**config.mk**
```make
export PLATFORM = sky130hd
export DESIGN_NAME = pcie_tx_arbiter
export DESIGN_NICKNAME = d
export VERILOG_FILES = /design/src/rtl/pcie_tx_arbiter.sv
export SDC_FILE = /design/constraint.sdc
export NUM_CORES = 1
export LEC_CHECK = 0
export CORE_AREA = 4 4 118 120
export CTS_BUF_LIST = sky130_fd_sc_hd__clkbuf_4
export DETAILED_ROUTE_END_ITERATION = 10
export DIE_AREA = 0 0 122 124
export PLACE_DENSITY_LB_ADDON = 0.08
export SYNTH_ARGS = -nofsm -noshare
export SYNTH_HDL_FRONTEND = slang
export SYNTH_SLANG_ARGS = --single-unit
```
**constraint.sdc**
```tcl
create_clock -name trn_clk -period 6 [get_ports trn_clk]
set_input_delay 1.8 -clock trn_clk [delete_from_list [all_inputs] [get_ports trn_clk]]
set_output_delay 1.8 -clock trn_clk [all_outputs]
set_load 0.005 [all_outputs]
```
**src/rtl/pcie_tx_arbiter.sv**
```systemverilog
// Shares the 64-bit TRN transmit port between NUM_REQ TLP sources, arbitrating at packet
// boundaries; a link drop mid-packet drains the owner without forwarding and counts a drop.
module pcie_tx_arbiter #(
  parameter  int unsigned NUM_REQ    = 3,
  parameter  int unsigned MIN_BUF_AV = 2,
  parameter  bit          PRIO0      = 1'b0,
  localparam int unsigned TD_W       = 64,
  localparam int unsigned BUF_W      = 6,
  localparam int unsigned CNT_W      = 16
) (
  input  logic                    trn_clk,
  input  logic                    trn_reset,
  input  logic                    trn_lnk_up_n,
  input  logic [NUM_REQ-1:0]      req_tsof_n,
  input  logic [NUM_REQ-1:0]      req_teof_n,
  input  logic [TD_W*NUM_REQ-1:0] req_td,
  input  logic [NUM_REQ-1:0]      req_trem_n,
  input  logic [NUM_REQ-1:0]      req_tsrc_rdy_n,
  output logic [NUM_REQ-1:0]      req_tdst_rdy_n,
  output logic                    trn_tsof_n,
  output logic                    trn_teof_n,
  output logic [TD_W-1:0]         trn_td,
  output logic                    trn_trem_n,
  output logic                    trn_tsrc_rdy_n,
  output logic                    trn_tsrc_dsc_n,
  input  logic                    trn_tdst_rdy_n,
  input  logic [BUF_W-1:0]        trn_tbuf_av,
  output logic [NUM_REQ-1:0]      grant,
  output logic [CNT_W-1:0]        drop_cnt,
  output logic                    proto_err
);
  localparam int unsigned PTR_W = (NUM_REQ > 2) ? 2 : 1;

  typedef enum logic [1:0] {S_IDLE, S_XFER, S_FLUSH} state_t;

  state_t             r_state, w_state_nxt;
  logic [NUM_REQ-1:0] r_grant, w_grant_nxt;
  logic [PTR_W-1:0]   r_owner, w_owner_nxt;
  logic [PTR_W-1:0]   r_rr_ptr, w_rr_ptr_nxt;
  logic [CNT_W-1:0]   r_drop_cnt, w_drop_cnt_nxt;
  logic               r_proto_err, w_proto_err_nxt;

  logic [NUM_REQ-1:0] w_cand;
  logic [NUM_REQ-1:0] w_bad_sof;
  logic [PTR_W-1:0]   w_win;
  logic [PTR_W-1:0]   w_idx;
  logic [PTR_W-1:0]   w_owner_inc;
  logic               w_found;
  logic               w_can_start;
  logic               w_own_vld;
  logic               w_own_eof;
  logic               w_done;

  assign w_cand      = ~req_tsrc_rdy_n & ~req_tsof_n;
  assign w_bad_sof   = ~req_tsrc_rdy_n & req_tsof_n;
  assign w_can_start = !trn_lnk_up_n && (trn_tbuf_av >= BUF_W'(MIN_BUF_AV));
  assign w_own_vld   = !req_tsrc_rdy_n[r_owner];
  assign w_own_eof   = !req_teof_n[r_owner];
  assign w_owner_inc = (32'(r_owner) == NUM_REQ - 1) ? '0 : r_owner + 1'b1;

  // First candidate at or after the round-robin pointer; requester 0 overrides when prioritised
  always_comb begin
    w_found = 1'b0;
    w_win   = '0;
    w_idx   = '0;
    for (int unsigned i = 0; i < NUM_REQ; i++) begin
      w_idx = PTR_W'((32'(r_rr_ptr) + i) % NUM_REQ);
      if (!w_found && w_cand[w_idx]) begin
        w_found = 1'b1;
        w_win   = w_idx;
      end
    end
    if (PRIO0 && w_cand[0]) begin
      w_found = 1'b1;
      w_win   = '0;
    end
  end

  always_ff @(posedge trn_clk or posedge trn_reset) begin
    if (trn_reset) r_state <= S_IDLE;
    else           r_state <= w_state_nxt;
  end

  always_comb begin
    w_state_nxt     = r_state;
    w_grant_nxt     = r_grant;
    w_owner_nxt     = r_owner;
    w_rr_ptr_nxt    = r_rr_ptr;
    w_drop_cnt_nxt  = r_drop_cnt;
    w_proto_err_nxt = r_proto_err;
    w_done          = 1'b0;
    trn_tsof_n      = 1'b1;
    trn_teof_n      = 1'b1;
    trn_td          = '0;
    trn_trem_n      = 1'b1;
    trn_tsrc_rdy_n  = 1'b1;
    trn_tsrc_dsc_n  = 1'b1;
    req_tdst_rdy_n  = '1;
    case (r_state)
      S_IDLE: begin
        if (|w_bad_sof) w_proto_err_nxt = 1'b1;
        if (w_found && w_can_start) begin
          w_state_nxt = S_XFER;
          w_owner_nxt = w_win;
          w_grant_nxt = NUM_REQ'(1) << w_win;
        end
      end
      S_XFER: begin
        trn_tsof_n              = req_tsof_n[r_owner];
        trn_teof_n              = req_teof_n[r_owner];
        trn_td                  = req_td[TD_W*32'(r_owner) +: TD_W];
        trn_trem_n              = req_trem_n[r_owner];
        trn_tsrc_rdy_n          = req_tsrc_rdy_n[r_owner];
        req_tdst_rdy_n[r_owner] = trn_tdst_rdy_n;
        if (w_own_vld && !trn_tdst_rdy_n && w_own_eof) w_done = 1'b1;
        else if (trn_lnk_up_n)                         w_state_nxt = S_FLUSH;
      end
      S_FLUSH: begin
        // Core has already discarded the partial TLP; swallow the rest locally
        req_tdst_rdy_n[r_owner] = 1'b0;
        if (w_own_vld && w_own_eof) begin
          w_done = 1'b1;
          if (r_drop_cnt != '1) w_drop_cnt_nxt = r_drop_cnt + 1'b1;
        end
      end
      default: w_state_nxt = S_IDLE;
    endcase
    if (w_done) begin
      w_state_nxt  = S_IDLE;
      w_grant_nxt  = '0;
      w_rr_ptr_nxt = w_owner_inc;
    end
  end

  always_ff @(posedge trn_clk or posedge trn_reset) begin
    if (trn_reset) begin
      r_grant     <= '0;
      r_owner     <= '0;
      r_rr_ptr    <= '0;
      r_drop_cnt  <= '0;
      r_proto_err <= 1'b0;
    end else begin
      r_grant     <= w_grant_nxt;
      r_owner     <= w_owner_nxt;
      r_rr_ptr    <= w_rr_ptr_nxt;
      r_drop_cnt  <= w_drop_cnt_nxt;
      r_proto_err <= w_proto_err_nxt;
    end
  end

  assign grant     = r_grant;
  assign drop_cnt  = r_drop_cnt;
  assign proto_err = r_proto_err;

endmodule

```
==> results of run 1 <==
[sequential cells by signal, indices dropped and copies added (netlist names)]
register	cells
r_rr_ptr	2
r_owner	2
r_state	2
grant	3
proto_err	1
drop_cnt	16
[layer usage]
layer  wire [um]  share of wire  track usage  vias up
li1            -              -            -     2148
met1        6680           0.39        0.241     2008
met2        8760           0.51        0.384      149
met3        1310          0.076       0.0495       24
met4         424          0.025       0.0539        0
met5           0              0            0        -
[through the flow]
stage,worst slack [ps],instance area (um2),utilization
6_report,711,6680,0.515
5_1_grt,629,6680,0.515
4_1_cts,678,6680,0.515
3_5_place_dp,692,6650,0.513
3_3_place_gp,731,6650,0.513
2_1_floorplan,1830,3490,-
[kinds of logic after synthesis]
| logic type | count (synthesis) | synth area share |
|---|---|---|
| and+or+nand+nor | 189 | 0.294 |
| AOI/OAI and AO/OA | 99 | 0.188 |
| muxes | 74 | 0.215 |
| buffers and inverters | 49 | 0.0577 |
| DFF | 26 | 0.186 |
| xor gates and xnor gates | 15 | 0.0376 |
| adders and majority gates | 6 | 0.0215 |
| other | 1 | 0.00107 |
[cells in the mapped netlist (all sizes together) (2+ instances only)]
cell | n | share of area
buf | 18 | 0.024
nand2 | 78 | 0.084
and2 | 64 | 0.11
a21oi | 2 | 0.0029
a21o | 2 | 0.0043
nand2b | 3 | 0.0054
mux2i | 70 | 0.20
nor3 | 7 | 0.013
o21ai | 70 | 0.10
or3 | 2 | 0.0036
and4 | 4 | 0.011
nand3 | 6 | 0.012
o22ai | 3 | 0.0054
o211ai | 2 | 0.0043
nor2 | 12 | 0.014
xor2 | 14 | 0.035
dfrtp | 26 | 0.19
a2bb2oi | 3 | 0.018
nand4 | 4 | 0.011
o21a | 2 | 0.0043
clkbuf | 16 | 0.017
ha | 6 | 0.021
nor4 | 4 | 0.013
a211oi | 5 | 0.011
inv | 15 | 0.016
mux2 | 4 | 0.014
[worst max-delay path, stage by stage]
cell and delay (ps):
clkdlybuf4s50_1 490, mux2i_1 280, a2bb2oi_4 300, nand2_1 100
clkdlybuf4s50_1 510
[worst paths after layout]
path,start,endpoint,slack (ps),cells past startpoint
worst max-delay path,req_tsrc_rdy_n[0],trn_tsrc_rdy_n,710,5
worst min-delay path,proto_err,proto_err,510,1
worst max register to register,r_owner[0],r_rr_ptr[1],3380,4
worst min register to register,proto_err,proto_err,510,1
max in group asynchronous,trn_reset,r_owner[0],3310,2
min in group asynchronous,trn_reset,grant[0],1990,2
[power by group through the flow]
stage / Clock [mW] / Combinational, mW / Sequential [mW]
2_1_floorplan: 0 / 0.644 / 0.239
3_3_place_gp: 0 / 1.22 / 0.285
3_5_place_dp: 0 / 1.23 / 0.288
4_1_cts: 0.0794 / 1.24 / 0.285
5_1_grt: 0.0852 / 1.33 / 0.292
6_report: 0.0773 / 1.22 / 0.283
[layout make-up]
cell class | instances | area [um2]
clock inverter | 1 | 3.75
multi-input combinational | 384 | 2650
sequential | 26 | 656
inverter | 15 | 56.3
fill | 1294 | 6300
timing repair buffer | 308 | 3070
clock buffer | 3 | 22.5
tap | 176 | 220
==> flow_results.xml, run 1 <==
<?xml version="1.0" encoding="UTF-8"?>
<metrics>
  <group name="power_and_ir_drop">
    <metric name="net-switching-power" unit="mW">0.655</metric>
    <metric name="power.share.sequential" unit="">0.179</metric>
    <metric name="p_leak" unit="nW">2.50</metric>
    <metric name="finalPower" unit="mW">1.58</metric>
    <metric name="p_comb_frac" unit="">0.773</metric>
    <metric name="cellInternalPower" unit="mW">0.929</metric>
    <metric name="sw_frac_of_total" unit="">0.414</metric>
    <metric name="maximum_ir_drop_on_the_vdd_rail" unit="uV">188</metric>
    <metric name="power-per-cell-area" unit="nW/um2">237</metric>
    <metric name="clkPwrFrac" unit="">0.049</metric>
  </group>
  <group name="clock_tree">
    <metric name="cts_htree_levels" unit="">1</metric>
    <metric name="cts_inserted_buffers" unit="">3</metric>
    <metric name="cell_chosen_for_the_clock_root" unit="">clkbuf_4</metric>
    <metric name="max_buffers_root_to_sink" unit="">2</metric>
    <metric name="clk_pin_slew" unit="ps">140</metric>
    <metric name="cts.repair_timing.setup_buffer_count" unit="">0</metric>
    <metric name="sinks_on_clock_net" unit="">26</metric>
    <metric name="post_cts_resized" unit="">0</metric>
    <metric name="cts_tree" unit="">yes</metric>
    <metric name="post_cts_hold_buffer_count" unit="">0</metric>
    <metric name="worstSkewPairLatency" unit="ps">320</metric>
  </group>
  <group name="timing">
    <metric name="finalSetupViolations" unit="">0</metric>
    <metric name="final_min_period_over_clock_period" unit="">0.882</metric>
    <metric name="hold_viol" unit="">0</metric>
    <metric name="fin_setup_tns" unit="ps">0</metric>
    <metric name="worst_clock_skew" unit="ps">2.28</metric>
    <metric name="slew-limit-headroom" unit="">0.342</metric>
    <metric name="finalCriticalPeriod" unit="ps">5290</metric>
    <metric name="tightestPinTransition" unit="ps">986</metric>
    <metric name="max_freq" unit="GHz">0.189</metric>
    <metric name="hold_ws" unit="ps">507</metric>
    <metric name="rsz_0062_raised_after_global_routing" unit="">no</metric>
    <metric name="maxSlewViolCount" unit="">0</metric>
  </group>
  <group name="die">
    <metric name="die_width" unit="um">122</metric>
    <metric name="die-area" unit="um2">15100</metric>
    <metric name="die_h" unit="um">124</metric>
    <metric name="design.core.area" unit="um2">13000</metric>
    <metric name="core.rowCount" unit="">42</metric>
    <metric name="io-pin-count" unit="">306</metric>
    <metric name="floorplan.initialDensity" unit="">0.269</metric>
  </group>
  <group name="critical_path">
    <metric name="element_type_at_the_critical_path_start" unit="">input pin</metric>
    <metric name="criticalPathCategory" unit="">in -&gt; out</metric>
    <metric name="worst-endpoint-required" unit="ps">4200</metric>
    <metric name="timing.critical_path.fanout_max" unit="">6</metric>
    <metric name="arrival" unit="ps">3490</metric>
    <metric name="cp-end-kind" unit="">output pin</metric>
  </group>
  <group name="grt">
    <metric name="grt_use_total" unit="">0.208</metric>
    <metric name="grt_pass1_vias" unit="">4279</metric>
    <metric name="number_of_antenna_violations_at_the_first_check_in_global_routing" unit="">0</metric>
    <metric name="wire_length_of_the_first_global_routing_pass" unit="mm">24.5</metric>
    <metric name="grt_max_degree" unit="">73</metric>
    <metric name="grt_overflow" unit="">0</metric>
  </group>
  <group name="finish">
    <metric name="num_antenna_cells" unit="">0</metric>
    <metric name="layout_common_cells" unit="">303 x clkdlybuf4s50_1, 78 x nand2_1, 70 x mux2i_1</metric>
    <metric name="final-instance-count-excl-fill" unit="">913</metric>
    <metric name="layout.nets" unit="">958</metric>
    <metric name="area_delta_synth_final" unit="%">91.2</metric>
    <metric name="most_common_cell_after_layout_fill_and_taps_aside" unit="">clkdlybuf4s50_1</metric>
    <metric name="proportion_of_layout_cells_with_a_drive_suffix_above_1" unit="">0.0393</metric>
  </group>
  <group name="detailed_routing">
    <metric name="drtPass1Iterations" unit="">4</metric>
    <metric name="detail_route.iter0.violations" unit="">251</metric>
    <metric name="detail_route.vias_per_cell" unit="">4.74</metric>
    <metric name="route.vias.total" unit="">4329</metric>
    <metric name="routed_wl" unit="mm">17.2</metric>
    <metric name="drc" unit="">0</metric>
    <metric name="wl_per_cell" unit="um">18.8</metric>
    <metric name="drtAntennaViolNets" unit="">0</metric>
  </group>
  <group name="flow_run">
    <metric name="max_cap_violations" unit="">0</metric>
  </group>
  <group name="logic_synthesis">
    <metric name="synth.ff_latch_count" unit="">26</metric>
    <metric name="synth_flop_cell" unit="">dfrtp_1</metric>
    <metric name="mappedNetlistArea" unit="um2">3490</metric>
    <metric name="synth-async-reset-ratio" unit="">1.00</metric>
    <metric name="synth_edf_count" unit="">0</metric>
    <metric name="seq_area_frac_synth" unit="">0.186</metric>
    <metric name="syn_nets" unit="">679</metric>
    <metric name="syn_avg_cell_area" unit="um2">7.61</metric>
    <metric name="synthesis.yosys.warnings" unit="">0</metric>
    <metric name="syn_inst" unit="">459</metric>
    <metric name="synthDistinctLibCells" unit="">55</metric>
  </group>
  <group name="placement">
    <metric name="placed_cells_incl_taps" unit="">909</metric>
    <metric name="buffer_ports.inserted" unit="">303</metric>
    <metric name="hpwlAfterDp" unit="mm">13.7</metric>
    <metric name="place.gp.congestion" unit="">0.791</metric>
  </group>
  <group name="worst_hold_path">
    <metric name="min-delay-path-class" unit="">reg -&gt; reg</metric>
  </group>
  <group name="run_status">
    <metric name="run_status" unit="">finished, final reports clean</metric>
  </group>
</metrics>
Power figures use the tool's default switching activity.
==> inputs of run 2 (changes only) <==
--- a/config.mk
+++ b/config.mk
@@ -5,10 +5,11 @@
 export SDC_FILE = /design/constraint.sdc
 export NUM_CORES = 1
 export LEC_CHECK = 0
-export CORE_AREA = 4 4 118 120
+export CORE_MARGIN = 4
+export CORE_UTILIZATION = 25
 export CTS_BUF_LIST = sky130_fd_sc_hd__clkbuf_4
 export DETAILED_ROUTE_END_ITERATION = 10
-export DIE_AREA = 0 0 122 124
+export DONT_BUFFER_PORTS = 1
 export PLACE_DENSITY_LB_ADDON = 0.08
 export SYNTH_ARGS = -nofsm -noshare
 export SYNTH_HDL_FRONTEND = slang
==> run 2 against run 1 <==
  * Clock power rose by 63%
  * Clock skew increased by 7.3 ps
  * First-iteration DRC count shrank 27%
  * Highest routed layer unchanged
  * Critical path type is now reg -> out
  * Worst hold slack better by 27 ps
  * Worst setup slack improved by 820 ps
==> flow_results.xml, run 2 (same netlist as run 1, synthesis figures left out) <==
<?xml version="1.0" encoding="UTF-8"?>
<metrics>
  <group name="worst_hold_path">
    <metric name="min-delay-path-class" unit="">reg -&gt; reg</metric>
  </group>
  <group name="critical_path">
    <metric name="cp-end-kind" unit="">output pin</metric>
    <metric name="arrival" unit="ps">2670</metric>
    <metric name="worst-endpoint-required" unit="ps">4200</metric>
    <metric name="timing.critical_path.fanout_max" unit="">39</metric>
    <metric name="criticalPathCategory" unit="">reg -&gt; out</metric>
    <metric name="element_type_at_the_critical_path_start" unit="">flip-flop</metric>
  </group>
  <group name="clock_tree">
    <metric name="cts_inserted_buffers" unit="">3</metric>
    <metric name="post_cts_resized" unit="">0</metric>
    <metric name="sinks_on_clock_net" unit="">26</metric>
    <metric name="max_buffers_root_to_sink" unit="">2</metric>
    <metric name="cts.repair_timing.setup_buffer_count" unit="">0</metric>
    <metric name="cts_htree_levels" unit="">1</metric>
    <metric name="worstSkewPairLatency" unit="ps">330</metric>
    <metric name="cts_tree" unit="">yes</metric>
    <metric name="clk_pin_slew" unit="ps">160</metric>
    <metric name="post_cts_hold_buffer_count" unit="">0</metric>
    <metric name="cell_chosen_for_the_clock_root" unit="">clkbuf_4</metric>
  </group>
  <group name="grt">
    <metric name="grt_use_total" unit="">0.159</metric>
    <metric name="grt_max_degree" unit="">74</metric>
    <metric name="grt_overflow" unit="">0</metric>
    <metric name="grt_pass1_vias" unit="">3194</metric>
    <metric name="number_of_antenna_violations_at_the_first_check_in_global_routing" unit="">0</metric>
    <metric name="wire_length_of_the_first_global_routing_pass" unit="mm">20.2</metric>
  </group>
  <group name="placement">
    <metric name="detailedPlace.worstSlack" unit="ps">1680</metric>
    <metric name="buffer_ports.inserted" unit="">0</metric>
    <metric name="placement_stage_cell_area" unit="um2">3610</metric>
    <metric name="place.gp.congestion" unit="">0.894</metric>
    <metric name="hpwlAfterDp" unit="mm">11.2</metric>
  </group>
  <group name="detailed_routing">
    <metric name="detail_route.vias_per_cell" unit="">5.35</metric>
    <metric name="drtPass1Iterations" unit="">4</metric>
    <metric name="detail_route.iter0.violations" unit="">183</metric>
    <metric name="drtAntennaViolNets" unit="">0</metric>
    <metric name="route.vias.total" unit="">3259</metric>
    <metric name="drc" unit="">0</metric>
    <metric name="routed_wl" unit="mm">13.8</metric>
    <metric name="wl_per_cell" unit="um">22.7</metric>
  </group>
  <group name="die">
    <metric name="die-area" unit="um2">15900</metric>
    <metric name="core.rowCount" unit="">42</metric>
    <metric name="die_h" unit="um">126</metric>
    <metric name="floorplan.initialDensity" unit="">0.260</metric>
    <metric name="die_width" unit="um">126</metric>
    <metric name="io-pin-count" unit="">306</metric>
    <metric name="design.core.area" unit="um2">13500</metric>
  </group>
  <group name="timing">
    <metric name="tightestPinTransition" unit="ps">1080</metric>
    <metric name="hold_ws" unit="ps">534</metric>
    <metric name="finalSetupViolations" unit="">0</metric>
    <metric name="finalCriticalPeriod" unit="ps">4470</metric>
    <metric name="max_freq" unit="GHz">0.224</metric>
    <metric name="worst_slack" unit="ps">1530</metric>
    <metric name="maxSlewViolCount" unit="">0</metric>
    <metric name="worst_clock_skew" unit="ps">9.60</metric>
    <metric name="rsz_0062_raised_after_global_routing" unit="">no</metric>
    <metric name="hold_viol" unit="">0</metric>
    <metric name="final_min_period_over_clock_period" unit="">0.745</metric>
    <metric name="fin_setup_tns" unit="ps">0</metric>
    <metric name="slew-limit-headroom" unit="">0.282</metric>
  </group>
  <group name="finish">
    <metric name="largest_register_ff_count" unit="">16</metric>
    <metric name="area_delta_synth_final" unit="%">4.94</metric>
    <metric name="layout.nets" unit="">654</metric>
    <metric name="most_common_cell_after_layout_fill_and_taps_aside" unit="">nand2_1</metric>
    <metric name="layout_common_cells" unit="">78 x nand2_1, 70 x mux2i_1, 68 x o21ai_0</metric>
    <metric name="proportion_of_layout_cells_with_a_drive_suffix_above_1" unit="">0.0670</metric>
    <metric name="layout.cell_area.non_filler" unit="um2">3670</metric>
    <metric name="num_antenna_cells" unit="">0</metric>
  </group>
  <group name="flow_run">
    <metric name="max_cap_violations" unit="">0</metric>
  </group>
  <group name="run_status">
    <metric name="run_status" unit="">finished, final reports clean</metric>
  </group>
  <group name="power_and_ir_drop">
    <metric name="maximum_ir_drop_on_the_vdd_rail" unit="uV">148</metric>
    <metric name="power-per-cell-area" unit="nW/um2">320</metric>
    <metric name="p_leak" unit="nW">1.35</metric>
  </group>
</metrics>
-- run 2: cell count changes in the layout (fill, tap and decap cells not counted), sizes merged --
cell	before	now
buf	5	4
clkinv	1	0
bufinv	0	1
clkdlybuf4s50	303	0
-- run 2: metrics by stage --
step	power, mW	util	cells
6_report	1.17	0.273	609
5_1_grt	1.29	0.273	609
4_1_cts	1.20	0.273	609
3_5_place_dp	1.07	0.269	605
3_3_place_gp	1.06	0.269	605
2_1_floorplan	0.883	-	459
-- run 2: final cells by class --
| type | instances | area (um2) |
|---|---|---|
| sequential | 26 | 656 |
| tap | 176 | 220 |
| multi-input combinational | 384 | 2650 |
| clock inverter | 1 | 30.0 |
| timing repair buffer | 4 | 30.0 |
| clock buffer | 3 | 22.5 |
| fill | 1480 | 9790 |
| inverter | 15 | 56.3 |
-- run 2: critical path: stages, from the launching register on --
cell and delay (ps):
dfrtp_4 820, buf_4 620, mux2i_1 380, a2bb2oi_4 310, nand2_1 140
-- run 2: path summary, 6_finish.rpt --
| kind | end | slack, ps | startpoint | cells after the start |
|---|---|---|---|---|
| worst max register to register | r_rr_ptr[1] | 2870 | r_owner[0] | 5 |
| min in group asynchronous | drop_cnt[14] | 1390 | trn_reset | 2 |
| worst max-delay path | trn_tsrc_rdy_n | 1530 | r_owner[0] | 4 |
| max in group asynchronous | r_owner[0] | 4320 | trn_reset | 2 |
| worst min register to register | drop_cnt[14] | 530 | drop_cnt[14] | 1 |
| worst min-delay path | drop_cnt[14] | 530 | drop_cnt[14] | 1 |
-- run 2: routing by layer --
layer / track usage / part of all wire
met1: 0.212 / 0.43
met2: 0.278 / 0.50
met5: 0 / 0
met4: 0.0233 / 0.0082
met3: 0.0237 / 0.060
-- run 2: where the power goes --
part | internal (mW) | total, mW | leakage, nW | switching, mW
sequential | 0.210 | 0.277 | 0.336 | 0.0668
combinational | 0.310 | 0.769 | 0.988 | 0.459
clock | 0.0676 | 0.126 | 0.0279 | 0.0584
==> inputs of run 3 (changes only) <==
==> constraint.sdc (replaced) <==
create_clock -name trn_clk -period 3.92 [get_ports trn_clk]
set_input_delay 1.176 -clock trn_clk [delete_from_list [all_inputs] [get_ports trn_clk]]
set_output_delay 1.176 -clock trn_clk [all_outputs]
set_load 0.005 [all_outputs]
==> run 3 against run 2 <==
  * Design area up 0.68%
  * Power up 50%
  * Worst setup slack worse by 1100 ps
  * Sequential share of layout area down 0.12 points
  * Global-route usage down 0.094 points
  * Highest routed layer unchanged
  * Via count down 0.58%
  * Core utilization up 0.19 points
  * Largest power group unchanged
  * Flip-flop and latch count unchanged
==> flow_results.xml, run 3 (same netlist as run 1, synthesis figures left out) <==
<?xml version="1.0" encoding="UTF-8"?>
<metrics>
  <group name="clock_tree">
    <metric name="worstSkewPairLatency" unit="ps">320</metric>
    <metric name="max_buffers_root_to_sink" unit="">2</metric>
    <metric name="sinks_on_clock_net" unit="">26</metric>
    <metric name="cts_tree" unit="">yes</metric>
    <metric name="clk_pin_slew" unit="ps">140</metric>
    <metric name="cts_inserted_buffers" unit="">3</metric>
    <metric name="cts_htree_levels" unit="">1</metric>
    <metric name="post_cts_hold_buffer_count" unit="">0</metric>
    <metric name="post_cts_resized" unit="">0</metric>
    <metric name="cts.repair_timing.setup_buffer_count" unit="">0</metric>
    <metric name="cell_chosen_for_the_clock_root" unit="">clkbuf_4</metric>
  </group>
  <group name="placement">
    <metric name="placed_cells_incl_taps" unit="">608</metric>
    <metric name="detailedPlace.worstSlack" unit="ps">757</metric>
    <metric name="buffer_ports.inserted" unit="">0</metric>
    <metric name="hpwlAfterDp" unit="mm">11.5</metric>
    <metric name="placement_stage_cell_area" unit="um2">3660</metric>
    <metric name="place.gp.congestion" unit="">0.929</metric>
  </group>
  <group name="finish">
    <metric name="layout_common_cells" unit="">78 x nand2_1, 70 x mux2i_1, 68 x o21ai_0</metric>
    <metric name="largest_register_ff_count" unit="">16</metric>
    <metric name="layout.core_utilization" unit="">0.274</metric>
    <metric name="most_common_cell_after_layout_fill_and_taps_aside" unit="">nand2_1</metric>
    <metric name="final-instance-count-excl-fill" unit="">612</metric>
    <metric name="num_antenna_cells" unit="">0</metric>
    <metric name="proportion_of_layout_cells_with_a_drive_suffix_above_1" unit="">0.0734</metric>
    <metric name="layout.nets" unit="">657</metric>
    <metric name="area_delta_synth_final" unit="%">5.66</metric>
    <metric name="layout.cell_area.non_filler" unit="um2">3690</metric>
  </group>
  <group name="timing">
    <metric name="final_min_period_over_clock_period" unit="">0.891</metric>
    <metric name="hold_ws" unit="ps">542</metric>
    <metric name="worst_slack" unit="ps">428</metric>
    <metric name="hold_viol" unit="">0</metric>
    <metric name="fin_setup_tns" unit="ps">0</metric>
    <metric name="rsz_0062_raised_after_global_routing" unit="">no</metric>
    <metric name="finalSetupViolations" unit="">0</metric>
    <metric name="tightestPinTransition" unit="ps">666</metric>
    <metric name="max_freq" unit="GHz">0.286</metric>
    <metric name="maxSlewViolCount" unit="">0</metric>
    <metric name="worst_clock_skew" unit="ps">3.73</metric>
    <metric name="slew-limit-headroom" unit="">0.556</metric>
    <metric name="finalCriticalPeriod" unit="ps">3490</metric>
  </group>
  <group name="grt">
    <metric name="grt_use_total" unit="">0.158</metric>
    <metric name="grt_overflow" unit="">0</metric>
    <metric name="number_of_antenna_violations_at_the_first_check_in_global_routing" unit="">0</metric>
    <metric name="grt_pass1_vias" unit="">3224</metric>
    <metric name="grt_max_degree" unit="">73</metric>
    <metric name="wire_length_of_the_first_global_routing_pass" unit="mm">20.1</metric>
  </group>
  <group name="critical_path">
    <metric name="element_type_at_the_critical_path_start" unit="">flip-flop</metric>
    <metric name="criticalPathCategory" unit="">reg -&gt; out</metric>
    <metric name="arrival" unit="ps">2320</metric>
    <metric name="worst-endpoint-required" unit="ps">2740</metric>
    <metric name="cp-end-kind" unit="">output pin</metric>
    <metric name="timing.critical_path.fanout_max" unit="">43</metric>
  </group>
  <group name="power_and_ir_drop">
    <metric name="clkPwrFrac" unit="">0.073</metric>
    <metric name="net-switching-power" unit="mW">0.894</metric>
    <metric name="sw_frac_of_total" unit="">0.508</metric>
    <metric name="finalPower" unit="mW">1.76</metric>
    <metric name="cellInternalPower" unit="mW">0.866</metric>
    <metric name="p_leak" unit="nW">1.36</metric>
    <metric name="power-per-cell-area" unit="nW/um2">477</metric>
    <metric name="maximum_ir_drop_on_the_vdd_rail" unit="uV">170</metric>
    <metric name="power.share.sequential" unit="">0.243</metric>
    <metric name="p_comb_frac" unit="">0.684</metric>
  </group>
  <group name="flow_run">
    <metric name="max_cap_violations" unit="">0</metric>
  </group>
  <group name="detailed_routing">
    <metric name="detail_route.iter0.violations" unit="">153</metric>
    <metric name="wl_per_cell" unit="um">22.5</metric>
    <metric name="detail_route.vias_per_cell" unit="">5.29</metric>
    <metric name="drtPass1Iterations" unit="">4</metric>
    <metric name="drtAntennaViolNets" unit="">0</metric>
    <metric name="route.vias.total" unit="">3240</metric>
    <metric name="routed_wl" unit="mm">13.8</metric>
    <metric name="drc" unit="">0</metric>
  </group>
  <group name="die">
    <metric name="core.rowCount" unit="">42</metric>
    <metric name="io-pin-count" unit="">306</metric>
    <metric name="die_h" unit="um">126</metric>
    <metric name="floorplan.initialDensity" unit="">0.260</metric>
    <metric name="die-area" unit="um2">15900</metric>
    <metric name="die_width" unit="um">126</metric>
    <metric name="design.core.area" unit="um2">13500</metric>
  </group>
  <group name="worst_hold_path">
    <metric name="min-delay-path-class" unit="">reg -&gt; reg</metric>
  </group>
  <group name="run_status">
    <metric name="run_status" unit="">finished, final reports clean</metric>
  </group>
</metrics>
run 3: changes by cell type in the layout (fill, tap and decap cells not counted):
cell | previous run | this run
buf_12 | 0 | 2
buf_4 | 4 | 5
bufinv_16 | 1 | 0
clkbuf_4 | 3 | 4
run 3: critical path: stages (launching register included):
cell	delay [ps]
dfrtp_4	750
nor2b_4	480
buf_12	260
nand2_1	70
o21ai_0	90
and2_1	300
run 3: per-layer routing:
metal,global-route usage,up-vias,share of wire
met1,0.203,1535,0.42
met4,0.0278,0,0.014
met5,0,-,0
met2,0.281,148,0.51
met3,0.0275,12,0.063
li1,-,1545,-
run 3: final cells by class:
type	instances	area, um2
fillers	1492	9760
inverters	15	56.3
flip-flops and latches	26	656
repair buffers	7	77.6
well taps	176	220
multi-input cells	384	2650
clock buffers	4	30.0
run 3: power by group through the flow:
stage                     Combinational (mW)  Sequential [mW]  Clock [mW]
after floorplan                        0.985            0.366           0
after global placement                  1.22            0.434           0
after detailed placement                1.23            0.434           0
after CTS                               1.23            0.430       0.135
after global routing                    1.34            0.441       0.146
final                                   1.20            0.427       0.129
run 3: final timing paths:
path | from | to | slack (ps) | cells after the start
max | r_owner[0] | trn_td[32] | 430 | 5
min | proto_err | proto_err | 540 | 1
max reg2reg | r_owner[0] | r_rr_ptr[1] | 1350 | 5
min reg2reg | proto_err | proto_err | 540 | 1
max in group asynchronous | trn_reset | r_owner[0] | 2870 | 2
min in group asynchronous | trn_reset | drop_cnt[14] | 770 | 2
